<file path="src/rtl/store_write_buffer_pkg.sv">
// Shared types and constants for the store write buffer and its overlap comparators.
package stb_pkg;

    typedef struct packed {
        logic [31:0] adrs;
        logic [63:0] data;
        logic        is64;
    } stb_entry_t;

    localparam int WORD_BYTES = 4;
    localparam int DBL_BYTES  = 8;
    localparam int LD_SPAN    = 8;

endpackage

</file>
<file path="src/rtl/store_write_buffer_if.sv">
// Pipeline-side and DataMemory-side signals of the store write buffer.
interface store_write_buffer_if;

    logic        St_valid;
    logic        St_is64;
    logic [31:0] St_adrs;
    logic [63:0] St_data;
    logic        St_ready;

    logic        Ld_valid;
    logic [31:0] Ld_adrs;
    logic        Ld_stall;
    logic        Ld_fwd;
    logic [31:0] Fwd_data;
    logic [31:0] Fwd_nextdata;

    logic [31:0] Adrs_MEM;
    logic [31:0] Rt_data_MEM;
    logic [63:0] Rt_data64_MEM;
    logic        MemRead;
    logic        MemWrite;
    logic        MemWrite64;
    logic        Stb_empty;

    modport master (
        output St_valid, St_is64, St_adrs, St_data, Ld_valid, Ld_adrs,
        input  St_ready, Ld_stall, Ld_fwd, Fwd_data, Fwd_nextdata,
        input  Adrs_MEM, Rt_data_MEM, Rt_data64_MEM, MemRead, MemWrite, MemWrite64, Stb_empty
    );

    modport slave (
        input  St_valid, St_is64, St_adrs, St_data, Ld_valid, Ld_adrs,
        output St_ready, Ld_stall, Ld_fwd, Fwd_data, Fwd_nextdata,
        output Adrs_MEM, Rt_data_MEM, Rt_data64_MEM, MemRead, MemWrite, MemWrite64, Stb_empty
    );

endinterface

</file>
<file path="src/rtl/store_write_buffer_overlap_cmp.sv">
// Compares one buffered store's byte range against the 8-byte load window.
module stb_overlap_cmp
    import stb_pkg::*;
(
    input  logic        valid,
    input  logic [31:0] entry_adrs,
    input  logic        entry_is64,
    input  logic [31:0] ld_adrs,
    output logic        hit,
    output logic        exact_dbl_match
);

    logic [32:0] e_start;
    logic [32:0] e_end;
    logic [32:0] l_start;
    logic [32:0] l_end;

    // 33-bit ends so ranges near the top of the address space never wrap to zero
    assign e_start = {1'b0, entry_adrs};
    assign e_end   = e_start + (entry_is64 ? 33'(DBL_BYTES - 1) : 33'(WORD_BYTES - 1));
    assign l_start = {1'b0, ld_adrs};
    assign l_end   = l_start + 33'(LD_SPAN - 1);

    assign hit             = valid && (e_start <= l_end) && (l_start <= e_end);
    assign exact_dbl_match = hit && entry_is64 && (entry_adrs == ld_adrs);

endmodule

</file>
<file path="src/rtl/store_write_buffer.sv">
// FIFO of pending stores draining into DataMemory, sharing its port with loads.
// Define STB_FWD_EN to serve exact double-word load matches straight from the buffer.
module store_write_buffer
    import stb_pkg::*;
#(
    parameter int DEPTH = 4,
    parameter int PTR_W = 2
) (
    input logic               Clk,
    input logic               Rst_n,
    store_write_buffer_if.slave bus
);

    stb_entry_t       entries [DEPTH];
    logic [PTR_W-1:0] wr_ptr;
    logic [PTR_W-1:0] rd_ptr;
    logic [PTR_W:0]   count;

    logic [DEPTH-1:0] valid_vec;
    logic [DEPTH-1:0] hit_vec;
    logic [DEPTH-1:0] exact_vec;
    logic             any_hit;
    logic             fwd;
    logic             load_go;
    logic             push;
    logic             pop;
    stb_entry_t       head;

    assign head          = entries[rd_ptr];
    assign bus.St_ready  = (count != (PTR_W+1)'(DEPTH));
    assign bus.Stb_empty = (count == '0);
    assign push          = bus.St_valid && bus.St_ready;

    // An entry is live when its distance from the read pointer is below the count
    for (genvar i = 0; i < DEPTH; i++) begin : g_cmp
        logic [PTR_W-1:0] offset;
        assign offset       = PTR_W'(i) - rd_ptr;
        assign valid_vec[i] = ({1'b0, offset} < count);

        stb_overlap_cmp u_cmp (
            .valid           (valid_vec[i]),
            .entry_adrs      (entries[i].adrs),
            .entry_is64      (entries[i].is64),
            .ld_adrs         (bus.Ld_adrs),
            .hit             (hit_vec[i]),
            .exact_dbl_match (exact_vec[i])
        );
    end

    assign any_hit = |hit_vec;

`ifdef STB_FWD_EN
    logic [PTR_W:0] n_hits;
    logic [63:0]    fwd_word;

    always_comb begin
        n_hits   = '0;
        fwd_word = '0;
        for (int i = 0; i < DEPTH; i++) begin
            n_hits = n_hits + {{PTR_W{1'b0}}, hit_vec[i]};
            if (exact_vec[i]) begin
                fwd_word = entries[i].data;
            end
        end
    end

    // Forward only when the sole overlapping entry covers the load window exactly
    assign fwd              = bus.Ld_valid && (n_hits == (PTR_W+1)'(1)) && (|exact_vec);
    assign bus.Ld_fwd       = fwd;
    assign bus.Fwd_data     = fwd ? fwd_word[63:32] : '0;
    assign bus.Fwd_nextdata = fwd ? fwd_word[31:0]  : '0;
`else
    logic unused_exact;
    assign unused_exact     = ^exact_vec;
    assign fwd              = 1'b0;
    assign bus.Ld_fwd       = 1'b0;
    assign bus.Fwd_data     = '0;
    assign bus.Fwd_nextdata = '0;
`endif

    assign load_go       = bus.Ld_valid && !any_hit;
    assign bus.Ld_stall  = bus.Ld_valid && any_hit && !fwd;
    assign bus.Rt_data_MEM   = head.data[31:0];
    assign bus.Rt_data64_MEM = head.data;

    // A blocked or forwarded load yields the port, so the drain always makes progress
    always_comb begin
        bus.MemRead    = 1'b0;
        bus.MemWrite   = 1'b0;
        bus.MemWrite64 = 1'b0;
        bus.Adrs_MEM   = '0;
        pop            = 1'b0;
        if (load_go) begin
            bus.MemRead  = 1'b1;
            bus.Adrs_MEM = bus.Ld_adrs;
        end else if (count != '0) begin
            bus.Adrs_MEM   = head.adrs;
            bus.MemWrite   = !head.is64;
            bus.MemWrite64 = head.is64;
            pop            = 1'b1;
        end
    end

    always_ff @(posedge Clk or negedge Rst_n) begin
        if (!Rst_n) begin
            for (int i = 0; i < DEPTH; i++) begin
                entries[i] <= '0;
            end
            wr_ptr <= '0;
            rd_ptr <= '0;
            count  <= '0;
        end else begin
            if (push) begin
                entries[wr_ptr] <= '{adrs: bus.St_adrs, data: bus.St_data, is64: bus.St_is64};
                wr_ptr          <= wr_ptr + PTR_W'(1);
            end
            if (pop) begin
                rd_ptr <= rd_ptr + PTR_W'(1);
            end
            case ({push, pop})
                2'b10:   count <= count + (PTR_W+1)'(1);
                2'b01:   count <= count - (PTR_W+1)'(1);
                default: count <= count;
            endcase
        end
    end

endmodule

</file>
<file path="src/flat_wrapper.sv">
// flat-port wrapper written by rule: the top's interface ports become plain ports
module store_write_buffer_flat import stb_pkg::*;
#(
    parameter int DEPTH = 4,
    parameter int PTR_W = 2
)
  (Clk, Rst_n, bus_St_valid, bus_St_is64, bus_St_adrs, bus_St_data, bus_Ld_valid, bus_Ld_adrs, bus_St_ready, bus_Ld_stall, bus_Ld_fwd, bus_Fwd_data, bus_Fwd_nextdata, bus_Adrs_MEM, bus_Rt_data_MEM, bus_Rt_data64_MEM, bus_MemRead, bus_MemWrite, bus_MemWrite64, bus_Stb_empty);
  store_write_buffer_if bus_i ();
  input logic Clk;
  input logic Rst_n;
  input wire logic [$bits(bus_i.St_valid)-1:0] bus_St_valid;
  input wire logic [$bits(bus_i.St_is64)-1:0] bus_St_is64;
  input wire logic [$bits(bus_i.St_adrs)-1:0] bus_St_adrs;
  input wire logic [$bits(bus_i.St_data)-1:0] bus_St_data;
  input wire logic [$bits(bus_i.Ld_valid)-1:0] bus_Ld_valid;
  input wire logic [$bits(bus_i.Ld_adrs)-1:0] bus_Ld_adrs;
  output wire logic [$bits(bus_i.St_ready)-1:0] bus_St_ready;
  output wire logic [$bits(bus_i.Ld_stall)-1:0] bus_Ld_stall;
  output wire logic [$bits(bus_i.Ld_fwd)-1:0] bus_Ld_fwd;
  output wire logic [$bits(bus_i.Fwd_data)-1:0] bus_Fwd_data;
  output wire logic [$bits(bus_i.Fwd_nextdata)-1:0] bus_Fwd_nextdata;
  output wire logic [$bits(bus_i.Adrs_MEM)-1:0] bus_Adrs_MEM;
  output wire logic [$bits(bus_i.Rt_data_MEM)-1:0] bus_Rt_data_MEM;
  output wire logic [$bits(bus_i.Rt_data64_MEM)-1:0] bus_Rt_data64_MEM;
  output wire logic [$bits(bus_i.MemRead)-1:0] bus_MemRead;
  output wire logic [$bits(bus_i.MemWrite)-1:0] bus_MemWrite;
  output wire logic [$bits(bus_i.MemWrite64)-1:0] bus_MemWrite64;
  output wire logic [$bits(bus_i.Stb_empty)-1:0] bus_Stb_empty;
  assign bus_i.St_valid = bus_St_valid;
  assign bus_i.St_is64 = bus_St_is64;
  assign bus_i.St_adrs = bus_St_adrs;
  assign bus_i.St_data = bus_St_data;
  assign bus_i.Ld_valid = bus_Ld_valid;
  assign bus_i.Ld_adrs = bus_Ld_adrs;
  assign bus_St_ready = bus_i.St_ready;
  assign bus_Ld_stall = bus_i.Ld_stall;
  assign bus_Ld_fwd = bus_i.Ld_fwd;
  assign bus_Fwd_data = bus_i.Fwd_data;
  assign bus_Fwd_nextdata = bus_i.Fwd_nextdata;
  assign bus_Adrs_MEM = bus_i.Adrs_MEM;
  assign bus_Rt_data_MEM = bus_i.Rt_data_MEM;
  assign bus_Rt_data64_MEM = bus_i.Rt_data64_MEM;
  assign bus_MemRead = bus_i.MemRead;
  assign bus_MemWrite = bus_i.MemWrite;
  assign bus_MemWrite64 = bus_i.MemWrite64;
  assign bus_Stb_empty = bus_i.Stb_empty;
  store_write_buffer #(.DEPTH(DEPTH), .PTR_W(PTR_W)) u_core (.Clk(Clk), .Rst_n(Rst_n), .bus(bus_i));
endmodule
</file>
<file path="config.mk">
export PLATFORM = sky130hd
export DESIGN_NAME = store_write_buffer_flat
export DESIGN_NICKNAME = d
export VERILOG_FILES = /design/src/rtl/store_write_buffer_pkg.sv /design/src/rtl/store_write_buffer_if.sv /design/src/rtl/store_write_buffer_overlap_cmp.sv /design/src/rtl/store_write_buffer.sv /design/src/flat_wrapper.sv
export SDC_FILE = /design/constraint.sdc
export NUM_CORES = 1
export LEC_CHECK = 0
export ABC_AREA = 1
export CAP_MARGIN = 10
export CORE_ASPECT_RATIO = 0.6
export CORE_MARGIN = 5
export CORE_UTILIZATION = 52
export CTS_CLUSTER_DIAMETER = 30
export DETAILED_ROUTE_END_ITERATION = 8
export PLACE_DENSITY = 0.78
export RECOVER_POWER = 100
export SLEW_MARGIN = 10
export SYNTH_ARGS = -nofsm -noshare
export SYNTH_HDL_FRONTEND = slang
export SYNTH_SLANG_ARGS = --single-unit
</file>
<file path="constraint.sdc">
create_clock -name Clk -period 5.1 [get_ports Clk]
set_clock_uncertainty 0.05 [all_clocks]
set_input_delay 1.02 -clock Clk [delete_from_list [all_inputs] [get_ports Clk]]
set_output_delay 1.02 -clock Clk [all_outputs]
set_load 0.01 [all_outputs]
</file>
After elaboration in Yosys (flattened, before gate mapping)
Index checks and enable logic that the tools add are counted.

Flip-flop bits (word level): 395. Output and inout port bits: 199.

Add/subtract/negate cells: 13. Magnitude comparators: 15. Equality and inequality tests: 3. Mux-type cells: 20. Bitwise logic cells: 2. Reductions and logical operators: 18.

Operator list (count): 388-bit bitwise mux (1); 97-bit two-way mux (3); 32-bit by 33-bit less-or-equal comparator with 1-bit output (8); 97-bit binary-select mux with 2-bit select (1); 97-bit demux with 2-bit select (1); 32-bit by 33-bit adder with 33-bit output (4); 32-bit two-way mux (2); 32-bit by 3-bit adder with 33-bit output, second input constant (1); 1-bit logical AND (12); 2-bit by 3-bit < comparator with 1-bit output (4); 3-bit two-way mux (4); 1-bit two-way mux (7); 3-bit >= comparator, second input constant (2); 2-bit inverter with 3-bit output (2); 3-bit case mux with 2 select lines (1); 2-bit by 1-bit adder with 2-bit output, second input constant (2); 4-bit OR reduction (1); 1-bit by 2-bit subtractor with 2-bit output, first input constant (2); 2-bit subtractor, first input constant (2); 3-bit by 1-bit adder with 3-bit output, second input constant (1); 3-bit zero test (1); 3-bit by 1-bit < comparator with 1-bit output, second input constant (1); 3-bit inequality test, second input constant (1); 3-bit nonzero test (1); 5 further kinds (6).

Longest topological paths before layout
Word-level depth: 10. Gate-level depth with buffers: 38.

Hierarchy
Synthesis repeated with hierarchy kept, for this count alone.

Cell total of the unflattened synthesis: 4549. Area total of the unflattened synthesis: 33443.3 um^2.

By module, submodules not included: store_write_buffer (instances 1, cells each 2207, area an instance 19354.8 um^2); stb_overlap_cmp (u_core.g_cmp[1].u_cmp ...) (instances 2, cells each 582, area an instance 3483.3 um^2); stb_overlap_cmp (u_core.g_cmp[2].u_cmp) (instances 1, cells each 588, area an instance 3589.7 um^2); stb_overlap_cmp (u_core.g_cmp[0].u_cmp) (instances 1, cells each 590, area an instance 3532.1 um^2).

Least setup slack after synthesis
No wires, ideal clock.

Path type: input port to output port. Start: in bus_Ld_adrs[0]. End: out bus_Adrs_MEM[23]. Arrival time: 4.386 ns. Path slack: -0.356 ns. Cell stages on the path: 28. Buffers on the path: 1. Cells stage by stage: inv_1 -> nand3_1 -> nand3_1 -> nor2_1 -> inv_1 -> nor3_1 -> nand4_1 -> nand3b_1 -> nor2_1 -> nand4_1 -> nor2_1 -> nand2_1 -> xor2_1 -> ha_1 -> nand2_1 -> o21ai_0 -> a21oi_1 -> or2_2 -> nand2_1 -> nand2_1 -> nand2_1 -> nand2_1 -> nor2_4 -> nand2_8 -> inv_6 -> buf_6 -> nand2_1 -> nand2_1.

Cells in the longest elaborated chain, start to end: 8.

Ends and longest elaborated chain: start: declaration (line flat_wrapper.sv:16) `input wire logic [$bits(bus_i.Ld_adrs)-1:0] bus_Ld_adrs;`; 32-bit by 3-bit adder with 33-bit output (line store_write_buffer_overlap_cmp.sv:22) `assign l_end = l_start + 33'(LD_SPAN - 1);`; 32-bit by 33-bit less-or-equal comparator with 1-bit output (line store_write_buffer_overlap_cmp.sv:24) `assign hit = valid && (e_start <= l_end) && (l_start <= e_end);`; 1-bit logical AND (2 in a row) (line store_write_buffer_overlap_cmp.sv:24); 4-bit OR reduction (*) (line store_write_buffer.sv:50) `assign any_hit = |hit_vec;`; 1-bit zero test (*) (line store_write_buffer.sv:81) `assign load_go = bus.Ld_valid && !any_hit;`; 1-bit logical AND (*) (line store_write_buffer.sv:81); 32-bit two-way mux (*) (line store_write_buffer.sv:93) `if (load_go) begin`; end: declaration (line flat_wrapper.sv:22) `output wire logic [$bits(bus_i.Adrs_MEM)-1:0] bus_Adrs_MEM;`.

Every way passes the cells marked *; elsewhere a longest branch is shown, timed or not.

Worst setup path in the final report
Start: reg u_core.entries[164] (netlist bit). End: out bus_Adrs_MEM[23].

Cells in the longest elaborated chain, start to end: 7.

Ends and longest elaborated chain: start: declaration (line store_write_buffer.sv:14) `stb_entry_t entries [DEPTH];`; start signal: indexed assignment (line store_write_buffer.sv:114) `entries[wr_ptr] <= '{adrs: bus.St_adrs, data: bus.St_data, is64: bus.St_is64};`; 32-bit by 33-bit adder with 33-bit output / 32-bit by 33-bit less-or-equal comparator with 1-bit output (equally long branches) (line store_write_buffer_overlap_cmp.sv:20, store_write_buffer_overlap_cmp.sv:24); 32-bit by 33-bit less-or-equal comparator with 1-bit output / 1-bit logical AND (equally long branches) (line store_write_buffer_overlap_cmp.sv:24); 1-bit logical AND (*) (line store_write_buffer_overlap_cmp.sv:24); 4-bit OR reduction (*) (line store_write_buffer.sv:50); 1-bit zero test (*) (line store_write_buffer.sv:81); 1-bit logical AND (*) (line store_write_buffer.sv:81); 32-bit two-way mux (*) (line store_write_buffer.sv:93).

Marks and branches as above.

==> metrics.csv <==
metric,value,unit
result of the run,finished with violations,
violated checks,"capacitance limit, slew limit, setup timing",
number of top-level design ports,332,
die height,189,um
most frequent cells in the layout,"616 x sky130_fd_sc_hd__nand2_1, 596 x sky130_fd_sc_hd__buf_4, 414 x sky130_fd_sc_hd__inv_1",
Synth Area in Adders,0.121,
reg-to-reg critical path startpoint,u_core.entries[164],
CTS root buffer,sky130_fd_sc_hd__clkbuf_16,
cell area after technology mapping,0.0277,mm2
fraction of the mapped netlist area in compound gates,0.138,
clock transition at the registers of the reported paths,0.05,ns
final critical-path share of the clock period,1.32,
count of yosys warnings during synthesis,0,
Worst Reg2Reg Path Length in Cells,39,
number of levels the H-tree was split into,3,
core utilization of the finished layout,0.745,
number of synthesized register bits,395,
grt ovf,0,
worst-case clock buffer depth,3,
Critical-path top delay cell,sky130_fd_sc_hd__dfrtp_1,
ys async rst share,1.00,
simple-gate area share of the yosys netlist,0.183,
Worst-Margin Slew,3.34,ns
RSZ-0062 raised after global routing,true,
input/output buffers,266,
DRT Wirelength,114,mm
row cnt,65,
Routed WL per cell,22.9,um
leading register cell type out of synthesis,sky130_fd_sc_hd__dfrtp_1,
hold path depth,1,
overall power of the completed layout,28.4,mW
capturing point of the worst reg2reg path,u_core.count[2],
Antenna Nets Post-Route,0,
number of clock sinks,395,
worst min-delay path startpoint,u_core.entries[236],
initial antenna violation count,2,
post-route minimum period,6.74,ns
Relative slew margins,-1.22,
number of DRC violations after detailed routing,0,
pin count of the biggest net entering global routing,131,
start point of the critical path,u_core.entries[164],
xor and xnor area share after synthesis,0.0405,
mean instance size in the synthesized netlist,8.23,um2
instance area at placement,0.0351,mm2
Fmax achieved,0.148,GHz
final-stage net count,4601,
antenna fix cells,0,
combinational family with the most area after synthesis,simple AND/OR/NAND/NOR gates,
number of unique standard cell types used by synthesis,54,
worst-case setup margin in the final layout,-1.64,ns
number of global-route vias before repair,27700,
"most common cell after layout, fill and taps aside",sky130_fd_sc_hd__nand2_1,
slack of the worst reg-to-reg path,-0.95,ns
DP HPWL,82.2,mm
core box area,0.0526,mm2
multiplexer area fraction after synthesis,0.0585,
Worst path max stage delay,0.43,ns
Filler cells,3810,
endpoint class of the critical path,output port,
arrival time of data at the critical path endpoint,5.67,ns
clock latency on the worst-skew pair,0.62,ns
endpoint with the worst hold slack,u_core.entries[236],
Final Hold Fails,0,
global-route wire length before repair,167,mm
final setup vio count,41,
number of detailed-routing iterations run before antenna repair,8,
final-report max-slew violation count,837,
clock tree from TritonCTS,yes,
post-route standard cell area excluding fillers,0.0392,mm2
max-capacitance violation count,12,
Detailed Route Iter0 Violations,3635,
maximum resistive drop on vdd,0.532,mV
DR vias,28900,
CP Max Fanout,7,
CP startpoint kind,flip-flop,
worst setup path category,flip-flop to output port,
Hold Crit Class,flip-flop to flip-flop,
full die area,0.0582,mm2
total clock buffers created by CTS,69,
post-synthesis sequential area ratio,0.357,
area growth from synthesis to layout,41.4,%
Die Span X,308,um
Initial Util,0.527,
count of mapped cells out of synthesis,3368,
share of final-layout standard cells stronger than drive strength 1,0.283,
number of buffers added to fix hold violations after cts,0,
leakage power,18.8,nW
ratio of routed vias to standard cells,5.83,
total power density per cell area,726,mW/mm2
GP Congestion,1.10,
number of enable-type register cells in the synthesized netlist,0,
global-route usage over all layers,0.372,
required time worst endpoint,4.03,ns
-- worst max path at each step --
stage	endpoint	slack, ns	cells past startpoint
final	bus_Adrs_MEM[23]	-1.64	33
after global routing	bus_Adrs_MEM[5]	-1.83	37
after CTS	bus_Adrs_MEM[23]	-1.70	31
after detailed placement	bus_Adrs_MEM[29]	-1.91	30
after global placement	bus_Adrs_MEM[29]	-1.79	34
after floorplan	bus_Adrs_MEM[23]	-0.07	28
-- per-layer routing --
layer  global-route usage  vias to the layer above  share of wire
met5                    0                        -        0.00022
met4               0.0994                        4          0.035
met3                0.153                      323           0.16
met2                0.513                     1905           0.40
met1                0.538                    13700           0.41
li1                     -                    13000              -
-- critical path: cells and delay by family (launching register included) --
kind | cells | cell delay (ns)
adder cells (fa/ha/maj) | 2 | 0.61
AO/OA/AOI/OAI | 2 | 0.38
XOR/XNOR | 1 | 0.16
AND/OR/NAND/NOR | 17 | 2.21
buffers and inverters | 11 | 1.26
flip-flops | 1 | 0.43
-- stage by stage --
stage	TNS [ns]	hold slack, ns	cells	setup slack (ns)
after floorplan	-1.68	0.423	3432	-0.0725
after global placement	-65.95	0.439	4779	-1.79
after detailed placement	-69.38	0.446	4779	-1.91
after CTS	-61.52	0.457	4935	-1.70
after global routing	-79.81	0.471	4960	-1.83
final	-59.15	0.454	4960	-1.64
-- cells by family after synthesis --
| family | Yosys count |
|---|---|
| and+or+nand+nor | 1157 |
| buffers and inverters | 651 |
| AOI/OAI and AO/OA | 625 |
| DFF | 395 |
| adders and majority gates | 267 |
| muxes | 144 |
| xor gates and xnor gates | 128 |
| other | 1 |
-- state kept, by name, summed over array words and instances, names as in the netlist --
name / flops
u_core.rd_ptr: 2
u_core.count: 3
u_core.entries: 388
u_core.wr_ptr: 2
-- cell usage after synthesis (2+ instances only) --
library cell | number | area share
sky130_fd_sc_hd__or2_2 | 3 | 0.00068
sky130_fd_sc_hd__buf_1 | 9 | 0.0012
sky130_fd_sc_hd__nand3_1 | 120 | 0.022
sky130_fd_sc_hd__buf_6 | 4 | 0.0016
sky130_fd_sc_hd__a21oi_1 | 110 | 0.020
sky130_fd_sc_hd__ha_1 | 266 | 0.12
sky130_fd_sc_hd__clkbuf_1 | 106 | 0.014
sky130_fd_sc_hd__nand3b_1 | 9 | 0.0024
sky130_fd_sc_hd__buf_4 | 99 | 0.027
sky130_fd_sc_hd__nand4_1 | 87 | 0.020
sky130_fd_sc_hd__nand3_2 | 2 | 0.00072
sky130_fd_sc_hd__xor2_1 | 117 | 0.037
sky130_fd_sc_hd__nor2_1 | 149 | 0.020
sky130_fd_sc_hd__nor4_1 | 22 | 0.0050
sky130_fd_sc_hd__nand4_2 | 2 | 0.00090
sky130_fd_sc_hd__and3_1 | 3 | 0.00068
sky130_fd_sc_hd__a211oi_1 | 9 | 0.0024
sky130_fd_sc_hd__nor2_4 | 4 | 0.0016
sky130_fd_sc_hd__o31ai_1 | 3 | 0.00081
sky130_fd_sc_hd__inv_1 | 422 | 0.057
sky130_fd_sc_hd__dfrtp_1 | 395 | 0.36
sky130_fd_sc_hd__a22oi_1 | 97 | 0.026
sky130_fd_sc_hd__nor2_2 | 5 | 0.0011
sky130_fd_sc_hd__inv_2 | 5 | 0.00068
sky130_fd_sc_hd__a31oi_1 | 3 | 0.00068
sky130_fd_sc_hd__o21ai_2 | 2 | 0.00063
sky130_fd_sc_hd__buf_2 | 2 | 0.00036
sky130_fd_sc_hd__nor3_1 | 50 | 0.0090
sky130_fd_sc_hd__o21ai_0 | 283 | 0.051
sky130_fd_sc_hd__o221ai_1 | 98 | 0.031
sky130_fd_sc_hd__xnor2_1 | 11 | 0.0035
sky130_fd_sc_hd__mux2_2 | 144 | 0.059
sky130_fd_sc_hd__nor3_2 | 3 | 0.0011
sky130_fd_sc_hd__nor4b_1 | 2 | 0.00063
sky130_fd_sc_hd__o21ai_1 | 4 | 0.00072
sky130_fd_sc_hd__nand2_1 | 681 | 0.092
sky130_fd_sc_hd__a21o_1 | 6 | 0.0016
sky130_fd_sc_hd__o21bai_1 | 7 | 0.0019
sky130_fd_sc_hd__nand2_2 | 6 | 0.0014
sky130_fd_sc_hd__clkinv_1 | 3 | 0.00041
sky130_fd_sc_hd__nor4_2 | 2 | 0.00090
-- cell type report --
cell class,count,area [um2],area share
well taps,703,880,0.0224
clock buffers,77,1810,0.0461
inverters,431,1660,0.0422
flip-flops and latches,395,9890,0.252
clock inverters,50,729,0.0186
repair inverters,4,50.0,0.00128
repair buffers,914,7790,0.199
multi-input cells,2386,16400,0.418
-- report_power, final --
| part | internal, mW | switching [mW] | total (mW) | leakage (nW) |
|---|---|---|---|---|
| Sequential | 4.72 | 0.947 | 5.67 | 4.79 |
| Combinational | 7.95 | 9.82 | 17.8 | 12.8 |
| Clock | 3.12 | 1.89 | 5.01 | 1.22 |
| Total | 15.8 | 12.7 | 28.4 | 18.8 |
-- timing repair --
action | in CTS | in global routing
pin swaps | 56 | 95
setup endpoints to repair | 41 | 41
resized for setup | 238 | 190
cloned | 3 | 3
buffers inserted | 26 | 25
(Power assumes the default switching activity.)
